`config.mk`:
```
export PLATFORM = sky130hd
export DESIGN_NAME = uart_dbg_cmd_rx
export DESIGN_NICKNAME = d
export VERILOG_FILES = /design/src/rtl/uart_dbg_cmd_rx_pkg.sv /design/src/rtl/uart_dbg_cmd_rx_rx_byte.sv /design/src/rtl/uart_dbg_cmd_rx.sv
export SDC_FILE = /design/constraint.sdc
export NUM_CORES = 1
export LEC_CHECK = 0
export ABC_AREA = 1
export ABC_CLOCK_PERIOD_IN_PS = 3500
export BUFFER_PORTS_ARGS = -buffer_cell sky130_fd_sc_hd__buf_2
export CORE_ASPECT_RATIO = 0.5
export CORE_UTILIZATION = 55
export DETAILED_ROUTE_END_ITERATION = 12
export PLACE_DENSITY = 0.71
export SLEW_MARGIN = 0
export SYNTH_ARGS = -nofsm -noshare
export SYNTH_HDL_FRONTEND = slang
export SYNTH_SLANG_ARGS = --single-unit
```
`constraint.sdc`:
```
create_clock -name qclk -period 3.5 [get_ports qclk]
set_clock_uncertainty 0.2 [all_clocks]
set_input_delay 0.175 -clock qclk [delete_from_list [all_inputs] [get_ports qclk]]
set_output_delay 0.175 -clock qclk [all_outputs]
set_load 0.1 [all_outputs]
```
`src/rtl/uart_dbg_cmd_rx_pkg.sv`:
```
// Shared constants and state encodings for the debug command UART receiver.
// The CSUM parser state exists only when UART_DBG_CSUM_EN is defined.
package uart_dbg_cmd_rx_pkg;

  localparam logic [7:0] DBG_SYNC_BYTE   = 8'h5A;
  localparam logic [7:0] DBG_OP_WRITE_IM = 8'h01;
  localparam logic [7:0] DBG_OP_STEP     = 8'h02;
  localparam logic [7:0] DBG_OP_HALT     = 8'h03;
  localparam logic [7:0] DBG_OP_RUN      = 8'h04;

  typedef enum logic [2:0] {
    PS_WAIT_SYNC,
    PS_OP,
    PS_ADDR,
`ifdef UART_DBG_CSUM_EN
    PS_DATA,
    PS_CSUM
`else
    PS_DATA
`endif
  } dbg_pstate_e;

  typedef enum logic [1:0] {
    RX_IDLE,
    RX_START,
    RX_DATA,
    RX_STOP
  } dbg_rxstate_e;

endpackage

```
`src/rtl/uart_dbg_cmd_rx_rx_byte.sv`:
```
// Two-flop rx synchroniser plus 8N1 bit receiver.
// Emits one-cycle byte_valid / byte_err pulses per received byte.
module uart_rx_byte
  import uart_dbg_cmd_rx_pkg::*;
#(
  parameter int CLK_FREQ = 50_000_000,
  parameter int BAUD     = 115200
) (
  input  logic       qclk,
  input  logic       resetn,
  input  logic       rx,
  output logic       byte_valid,
  output logic [7:0] byte_data,
  output logic       byte_err
);

  localparam int BAUD_DIV = CLK_FREQ / BAUD;
  localparam int HALF_DIV = BAUD_DIV / 2;
  localparam int CW = $clog2(BAUD_DIV);
  localparam logic [CW-1:0] DIV_LAST  = CW'(BAUD_DIV - 1);
  localparam logic [CW-1:0] HALF_LAST = CW'(HALF_DIV - 1);

  logic          meta_q, rxs_q, rxp_q;
  dbg_rxstate_e  st_q, st_d;
  logic [CW-1:0] cnt_q, cnt_d;
  logic [2:0]    bit_q, bit_d;
  logic [7:0]    sh_q, sh_d;
  logic          brk_q, brk_d;
  logic          bv_q, bv_d;
  logic          be_q, be_d;

  always_ff @(posedge qclk) begin
    if (!resetn) begin
      meta_q <= 1'b1;
      rxs_q  <= 1'b1;
      rxp_q  <= 1'b1;
      st_q   <= RX_IDLE;
      cnt_q  <= '0;
      bit_q  <= '0;
      sh_q   <= '0;
      brk_q  <= 1'b0;
      bv_q   <= 1'b0;
      be_q   <= 1'b0;
    end else begin
      meta_q <= rx;
      rxs_q  <= meta_q;
      rxp_q  <= rxs_q;
      st_q   <= st_d;
      cnt_q  <= cnt_d;
      bit_q  <= bit_d;
      sh_q   <= sh_d;
      brk_q  <= brk_d;
      bv_q   <= bv_d;
      be_q   <= be_d;
    end
  end

  always_comb begin
    st_d  = st_q;
    cnt_d = cnt_q + 1'b1;
    bit_d = bit_q;
    sh_d  = sh_q;
    brk_d = brk_q;
    bv_d  = 1'b0;
    be_d  = 1'b0;
    unique case (st_q)
      RX_IDLE: begin
        cnt_d = '0;
        if (rxp_q && !rxs_q) st_d = RX_START;
      end
      RX_START: begin
        if (cnt_q == HALF_LAST) begin
          cnt_d = '0;
          bit_d = '0;
          st_d  = rxs_q ? RX_IDLE : RX_DATA;
        end
      end
      RX_DATA: begin
        if (cnt_q == DIV_LAST) begin
          cnt_d = '0;
          sh_d  = {rxs_q, sh_q[7:1]};
          bit_d = bit_q + 3'd1;
          if (bit_q == 3'd7) st_d = RX_STOP;
        end
      end
      RX_STOP: begin
        // A low stop bit parks here until the line recovers (break)
        if (brk_q) begin
          cnt_d = '0;
          if (rxs_q) begin
            brk_d = 1'b0;
            st_d  = RX_IDLE;
          end
        end else if (cnt_q == DIV_LAST) begin
          cnt_d = '0;
          if (rxs_q) begin
            bv_d = 1'b1;
            st_d = RX_IDLE;
          end else begin
            be_d  = 1'b1;
            brk_d = 1'b1;
          end
        end
      end
      default: st_d = RX_IDLE;
    endcase
  end

  always_comb begin
    byte_valid = bv_q;
    byte_err   = be_q;
    byte_data  = sh_q;
  end

endmodule

```
`src/rtl/uart_dbg_cmd_rx.sv`:
```
// Debug command frame parser: 5A op addr d0..d3 [csum] -> cmd strobe.
// Define UART_DBG_CSUM_EN to require a trailing XOR checksum byte.
module uart_dbg_cmd_rx
  import uart_dbg_cmd_rx_pkg::*;
#(
  parameter int CLK_FREQ       = 50_000_000,
  parameter int BAUD           = 115200,
  parameter int TIMEOUT_CYCLES = 1_000_000
) (
  input  logic        qclk,
  input  logic        resetn,
  input  logic        rx,
  output logic        cmd_valid,
  output logic [7:0]  cmd_op,
  output logic [7:0]  cmd_addr,
  output logic [31:0] cmd_data,
  output logic        frame_err,
  output logic        busy
);

  localparam int TW = $clog2(TIMEOUT_CYCLES);
  localparam logic [TW-1:0] TMO_LAST = TW'(TIMEOUT_CYCLES - 1);

  logic       byte_valid, byte_err;
  logic [7:0] byte_data;

  uart_rx_byte #(
    .CLK_FREQ (CLK_FREQ),
    .BAUD     (BAUD)
  ) u_rx (
    .qclk       (qclk),
    .resetn     (resetn),
    .rx         (rx),
    .byte_valid (byte_valid),
    .byte_data  (byte_data),
    .byte_err   (byte_err)
  );

  dbg_pstate_e state_q, state_d;
  logic [1:0]  idx_q, idx_d;
  logic [7:0]  op_q, op_d;
  logic [7:0]  addr_q, addr_d;
  logic [31:0] data_q, data_d;
  logic [TW-1:0] tmo_q, tmo_d;
  logic [7:0]  cop_q, cop_d;
  logic [7:0]  caddr_q, caddr_d;
  logic [31:0] cdata_q, cdata_d;
  logic        valid_q, valid_d;
  logic        ferr_q, ferr_d;
`ifdef UART_DBG_CSUM_EN
  logic [7:0]  csum_q, csum_d;
`endif

  always_ff @(posedge qclk) begin
    if (!resetn) begin
      state_q <= PS_WAIT_SYNC;
      idx_q   <= '0;
      op_q    <= '0;
      addr_q  <= '0;
      data_q  <= '0;
      tmo_q   <= '0;
      cop_q   <= '0;
      caddr_q <= '0;
      cdata_q <= '0;
      valid_q <= 1'b0;
      ferr_q  <= 1'b0;
`ifdef UART_DBG_CSUM_EN
      csum_q  <= '0;
`endif
    end else begin
      state_q <= state_d;
      idx_q   <= idx_d;
      op_q    <= op_d;
      addr_q  <= addr_d;
      data_q  <= data_d;
      tmo_q   <= tmo_d;
      cop_q   <= cop_d;
      caddr_q <= caddr_d;
      cdata_q <= cdata_d;
      valid_q <= valid_d;
      ferr_q  <= ferr_d;
`ifdef UART_DBG_CSUM_EN
      csum_q  <= csum_d;
`endif
    end
  end

  always_comb begin
    state_d = state_q;
    idx_d   = idx_q;
    op_d    = op_q;
    addr_d  = addr_q;
    data_d  = data_q;
    cop_d   = cop_q;
    caddr_d = caddr_q;
    cdata_d = cdata_q;
    valid_d = 1'b0;
    ferr_d  = 1'b0;
    tmo_d   = (state_q == PS_WAIT_SYNC) ? '0 : tmo_q + 1'b1;
`ifdef UART_DBG_CSUM_EN
    csum_d  = csum_q;
`endif
    if (byte_err) begin
      ferr_d  = 1'b1;
      tmo_d   = '0;
      state_d = PS_WAIT_SYNC;
    end else if (byte_valid) begin
      // A byte arriving on the timeout cycle still counts
      tmo_d = '0;
      unique case (state_q)
        PS_WAIT_SYNC: begin
          if (byte_data == DBG_SYNC_BYTE) state_d = PS_OP;
        end
        PS_OP: begin
          op_d    = byte_data;
          state_d = PS_ADDR;
`ifdef UART_DBG_CSUM_EN
          csum_d  = byte_data;
`endif
        end
        PS_ADDR: begin
          addr_d  = byte_data;
          idx_d   = '0;
          state_d = PS_DATA;
`ifdef UART_DBG_CSUM_EN
          csum_d  = csum_q ^ byte_data;
`endif
        end
        PS_DATA: begin
          data_d = {byte_data, data_q[31:8]};
          idx_d  = idx_q + 2'd1;
`ifdef UART_DBG_CSUM_EN
          csum_d = csum_q ^ byte_data;
          if (idx_q == 2'd3) state_d = PS_CSUM;
`else
          if (idx_q == 2'd3) begin
            state_d = PS_WAIT_SYNC;
            valid_d = 1'b1;
            cop_d   = op_q;
            caddr_d = addr_q;
            cdata_d = data_d;
          end
`endif
        end
`ifdef UART_DBG_CSUM_EN
        PS_CSUM: begin
          state_d = PS_WAIT_SYNC;
          if (byte_data == csum_q) begin
            valid_d = 1'b1;
            cop_d   = op_q;
            caddr_d = addr_q;
            cdata_d = data_q;
          end else begin
            ferr_d = 1'b1;
          end
        end
`endif
        default: state_d = PS_WAIT_SYNC;
      endcase
    end else if (state_q != PS_WAIT_SYNC && tmo_q == TMO_LAST) begin
      ferr_d  = 1'b1;
      tmo_d   = '0;
      state_d = PS_WAIT_SYNC;
    end
  end

  always_comb begin
    cmd_valid = valid_q;
    cmd_op    = cop_q;
    cmd_addr  = caddr_q;
    cmd_data  = cdata_q;
    frame_err = ferr_q;
    busy      = (state_q != PS_WAIT_SYNC);
  end

endmodule

```
==> results_dict.tcl, run 1 <==
set metrics [dict create \
    status "finished clean" \
    rows 25 \
    ctsResizeCount 0 \
    die-area_um2 10500 \
    fin_crit_ns 2.29 \
    drive_gt1_share_pct 13.5 \
    yosys_most_used_dff "dfxtp_1" \
    grt_pass1_vias 4040 \
    hold_ws_ns 0.105 \
    ys_seq_area_share_pct 51.6 \
    fin_util_pct 66.3 \
    clk_pin_slew_ns 0.05 \
    power_frac_comb_pct 4.3 \
    synthSimpleGateAreaFrac_pct 18.1 \
    synth_top_area_share_pct 51.6 \
    n_fill_cell 840 \
    clockBufferDepth 2 \
    setup_viol_count_final 0 \
    intPower_w 0.00278 \
    cts-root-buf "clkbuf_16" \
    p_clk_share_pct 48.9 \
    path_max_fanout 50 \
    max_freq_mhz 436 \
    drc 0 \
    via_count 4443 \
    r2r-start "idx_q[0]" \
    max-slew-margin-rel_pct 35.1 \
    path_buf_inv 1 \
    cp.required_ns 3.58 \
    final.period_utilization_pct 65.5 \
    powerDensity_nw_per_um2 554 \
    area_growth_pct 15.5 \
    rsz0062_at_grt "no" \
    dieHeight_um 72.8 \
    worstPathArrival_ns 2.37 \
    cts_tree "done" \
    p_leak_nw 2.53 \
    grt_pass1_wl_mm 18.8 \
    cp_slowest_stage_delay_ns 0.50 \
    num-nets-final 740 \
    drv_slew 0 \
    crit_type "reg -> reg" \
    cts_hold_buffers 1 \
    portBuffers 53 \
    wl_met1_mm 5.67 \
    drtIter0Drc 246 \
    die_x_um 144 \
    yosys-top-cells-area "dfxtp_1, o21ai_0, a21oi_1" \
    cts_setup_buffers 0 \
    vias_per_cell 5.12 \
    swShare_pct 21.3 \
    htree_levels 4 \
    p_switching_w 0.000750 \
    firstDrtPassIters 4 \
    wl_per_cell_um 13.1 \
    syn_area_um2 5510 \
    antenna_left 0 \
    critPathTopFamily "simple AND/OR/NAND/NOR gates" \
    synth_top_family_by_area "simple AND/OR/NAND/NOR gates" \
    start_kind "flip-flop" \
    worst-slew-pin-transition_ns 0.970 \
    antenna_cells 0 \
    synth_enable_flop_cells 0 \
    dr_wl_met3_um 406 \
    synth_xor_area_share_pct 2.70 \
    grt_remaining_overflow 0 \
    grt_max_degree 101 \
    place_hpwl_mm 7.41 \
    synth_compound_area_share_pct 16.3 \
    initial_core_util_pct 57.4 \
    min_from "resetn" \
    gp_congestion 0.806 \
    ir_drop_uv 427 \
    cp-startpoint "idx_q[0]" \
    ys_seq_elements 142 \
    grtUsageTotal_pct 23.4 \
    wl_mm 11.3 \
    clkLatencyLatePin_ns 0.41 \
    synth_adder_area_share_pct 3.40 \
    drv_cap 0 \
    core_um2 9600 \
    synth_nets 696 \
    synth_mux_area_share_pct 0 \
    ys_async_sr_fraction_pct 0 \
    end_kind "flip-flop" \
    highest_layer "met4" \
    yosysTopAreaCell "dfxtp_1" \
    ys_types 32 \
    synth-warning-count 0 \
    crit_path_top_delay_cell "nand2_2" \
    mostFrequentLayoutCells "dfxtp_1, nor2_1, o21ai_0" \
    avgSynthCellArea_um2 8.13 \
    syn_inst 678 \
    cts_buffers 17 \
    power.share.sequential_pct 46.7 \
    wl_met2_mm 5.13 \
    hold_class "in -> reg" \
    cts_sinks 142 \
    layout_commonest_cell "dfxtp_1" \
    finalSetupTns_ns 0 \
    ios 54 \
    antenna_found_initial 0 \
    path_cells "ha_1 > nand2_2 > clkinv_4 > o21ai_0 > a21oi_1" \
    hold_violations 0 \
]
-- tightest hold or removal path: stages --
cell	delay, ns
buf_2	0.09
inv_1	0.22
a21oi_1	0.19
-- sequential cells by signal (all words and copies together), names as in the netlist, 2 cells and up, named ones only --
name	cells
addr_q	8
cmd_addr	8
cmd_data	32
cmd_op	8
data_q	24
idx_q	2
op_q	8
state_q	2
tmo_q	20
u_rx.bit_q	3
u_rx.byte_data	8
u_rx.cnt_q	9
-- power groups by stage --
stage               sequential (W)  combinational (W)  clock [W]
floorplan                  0.00168           0.000124          0
finish                     0.00165           0.000153    0.00172
global route               0.00165           0.000177    0.00182
CTS                        0.00165           0.000153    0.00175
detailed placement         0.00168           0.000151          0
global placement           0.00168           0.000148          0
-- synth_stat cells (3+ instances only) --
master / count
nand2_1: 68
nor2_4: 3
xor2_1: 11
buf_2: 9
buf_6: 4
inv_1: 68
dfxtp_1: 142
or2_2: 3
nand3_2: 4
nor2_2: 3
xnor2_1: 6
a21oi_1: 76
o21ai_0: 93
nor3_1: 10
buf_4: 4
ha_1: 15
nand4_1: 6
nand3_1: 28
clkbuf_1: 12
nor2_1: 95
-- area by class of cell --
type	instances	area [um^2]	share of cell area, %
sequential	142	2840	44.7
multi-input combinational	436	2230	35.1
clock buffer	23	478	7.51
timing repair buffer	56	290	4.56
inverter	69	264	4.15
tap	135	169	2.65
clock inverter	7	87.6	1.38
-- logic make-up after synthesis --
family / Yosys count
compound gates: 177
xor+xnor: 17
fa+ha+maj: 15
buf+inv: 100
flops: 142
simple gates: 227
-- final timing paths --
| kind | to | slack [ns] | cells after the start |
|---|---|---|---|
| max | cmd_data[10] | 1.21 | 5 |
| min | data_q[15] | 0.10 | 3 |
| max reg2reg | cmd_data[10] | 1.21 | 5 |
| min reg2reg | u_rx.rxs_q | 0.21 | 1 |
-- per-stage QoR --
step	instance area, um^2	std cells	worst slack, ns	power (W)
2_1_floorplan	5510	678	1.85	0.00180
3_3_place_gp	5790	837	1.33	0.00183
3_5_place_dp	5790	837	1.20	0.00183
4_1_cts	6370	868	1.19	0.00355
5_1_grt	6370	868	0.992	0.00365
6_report	6370	868	1.21	0.00353
-- routing by layer --
| layer | up-vias | GRT usage [%] |
|---|---|---|
| li1 | 2307 | - |
| met1 | 2048 | 31.2 |
| met2 | 74 | 37.2 |
| met3 | 14 | 5.05 |
| met4 | 0 | 9.93 |
| met5 | - | 0 |
Power figures use the tool's default switching activity.
==> run 2: changes to the inputs <==
--- a/config.mk
+++ b/config.mk
@@ -6,12 +6,12 @@
 export NUM_CORES = 1
 export LEC_CHECK = 0
 export ABC_AREA = 1
-export ABC_CLOCK_PERIOD_IN_PS = 3500
+export ABC_CLOCK_PERIOD_IN_PS = 2000
 export BUFFER_PORTS_ARGS = -buffer_cell sky130_fd_sc_hd__buf_2
 export CORE_ASPECT_RATIO = 0.5
-export CORE_UTILIZATION = 55
+export CORE_UTILIZATION = 53
 export DETAILED_ROUTE_END_ITERATION = 12
-export PLACE_DENSITY = 0.71
+export PLACE_DENSITY = 0.72
 export SLEW_MARGIN = 0
 export SYNTH_ARGS = -nofsm -noshare
 export SYNTH_HDL_FRONTEND = slang
==> constraint.sdc (replaced) <==
create_clock -name qclk -period 2 [get_ports qclk]
set_clock_uncertainty 0.2 [all_clocks]
set_input_delay 0.1 -clock qclk [delete_from_list [all_inputs] [get_ports qclk]]
set_output_delay 0.1 -clock qclk [all_outputs]
set_load 0.1 [all_outputs]
==> run 2 against run 1 <==
  * Critical path depth down 1
  * Sequential power rose by 75%
  * Sequential share of layout area fell by 1.1 points
  * Design area is 2.6% higher
  * Clock power increased by 84%
  * Cell count increased by 1.3%
  * Die area increased by 3.7%
  * Global-route usage down 1.2 points
  * Via count is 1.2% higher
  * Utilization increased by 0.60 points
  * Setup slack worse by 1.1 ns
  * Critical path type is now reg -> out
  * Largest cell class unchanged
==> results_dict.tcl, run 2 (synthesized netlist as in run 1, its figures left out) <==
set metrics [dict create \
    worst-slew-pin-transition_ns 0.643 \
    antenna_cells 0 \
    dp_slack_ns 0.126 \
    cts_tree "done" \
    cts_setup_buffers 0 \
    final.period_utilization_pct 95.4 \
    num-nets-final 750 \
    multiInputGateArea_um2 2250 \
    drv_cap 0 \
    ff2ff_setup_slack_ns 0.17 \
    cts-root-buf "clkbuf_16" \
    rsz0062_at_grt "no" \
    drtIter0Drc 284 \
    grtUsageTotal_pct 22.2 \
    drc 0 \
    worstPathArrival_ns 1.61 \
    finalSetupTns_ns 0 \
    r2r_cells 7 \
    portBuffers 53 \
    fin_crit_ns 1.91 \
    die-area_um2 10800 \
    via_count 4495 \
    layout_commonest_cell "dfxtp_1" \
    die_x_um 146 \
    grt_remaining_overflow 0 \
    p_leak_nw 2.62 \
    start_kind "flip-flop" \
    area_growth_pct 18.4 \
    path_max_fanout 4 \
    hold_violations 0 \
    grt_pass1_wl_mm 19.1 \
    initial_core_util_pct 56.5 \
    wl_mm 11.6 \
    powerDensity_nw_per_um2 970 \
    ir_drop_uv 568 \
    dieHeight_um 74.1 \
    drive_gt1_share_pct 15.2 \
    n_fill_cell 817 \
    gp_congestion 0.811 \
    grt_pass1_vias 4117 \
    mostFrequentLayoutCells "dfxtp_1, nor2_1, o21ai_0" \
    largest_reg_flops 32 \
    cp.required_ns 1.70 \
    ios 54 \
    fin_area_um2 6530 \
    setup_viol_count_final 0 \
    firstDrtPassIters 4 \
    whs_path_depth 3 \
    cts_sinks 142 \
    grt_max_degree 68 \
    clkLatencyLatePin_ns 0.41 \
    max-slew-margin-rel_pct 56.8 \
    core_um2 9760 \
    clk_pin_slew_ns 0.06 \
    place_area_um2 5900 \
    end_kind "primary output" \
    antenna_found_initial 0 \
    vias_per_cell 5.11 \
    crit_type "reg -> out" \
    place_hpwl_mm 7.66 \
    status "finished clean" \
    clockBufferDepth 2 \
    hold_class "in -> reg" \
    cts_buffers 17 \
    max_freq_mhz 524 \
    rows 25 \
    htree_levels 4 \
    setup_slack_ns 0.0927 \
    wl_per_cell_um 13.2 \
    antenna_left 0 \
    drv_slew 0 \
    seq_area_um2 2840 \
]
-- run 2: cell types whose count changed in the layout (fill, tap and decap cells not counted), sizes merged --
cell,delta
buf,+9
bufinv,+1
dlygate4sd3,+1
clkbuf,-3
clkinvlp,+2
inv,+1
-- run 2: layout make-up --
type,count,area share [%]
timing repair buffer,66,6.21
tap,135,2.59
clock buffer,20,7.00
clock inverter,11,2.17
multi-input combinational,436,34.4
inverter,69,4.08
sequential,142,43.5
-- run 2: metrics by stage --
step / std cells / power [W] / hold WS (ns) / util [%]
after CTS: 879 / 0.00637 / 0.208 / 66.7
final: 879 / 0.00633 / 0.215 / 66.9
after floorplan: 678 / 0.00316 / 0.00658 / -
after global placement: 846 / 0.00321 / 0.0959 / 60.4
after global routing: 879 / 0.00654 / 0.215 / 66.9
after detailed placement: 846 / 0.00322 / 0.0978 / 60.4
-- run 2: per-layer routing --
metal	wire length [um]	track usage (%)
met5	0	0
met4	112	8.56
met3	469	4.91
met2	5340	36.0
met1	5730	29.5
-- run 2: what timing repair did --
action | 4_1_cts | 5_1_grt
endpoints found under the setup margin | 0 | 18
hold endpoints to repair | 13 | 0
hold buffers | 2 | 0
gates resized for setup | 0 | 4
-- run 2: where the power goes --
group	internal, W	switching [W]	leakage, nW
Sequential	0.00286	0.0000271	1.14
Clock	0.00201	0.00115	0.288
Combinational	0.0000968	0.000184	1.19
Total	0.00497	0.00136	2.62
-- run 2: path summary, 6_finish.rpt --
| path | startpoint | end |
|---|---|---|
| setup / recovery | state_q[1] | busy |
| setup reg to reg | state_q[1] | cmd_data[30] |
| hold / removal | rx | u_rx.meta_q |
| hold reg to reg | u_rx.meta_q | u_rx.rxs_q |
-- run 2: critical path, stage by stage (launching register included) --
cell and delay, ns:
dfxtp_1 0.38, inv_1 0.10, ha_1 0.24, inv_1 0.07, buf_2 0.41
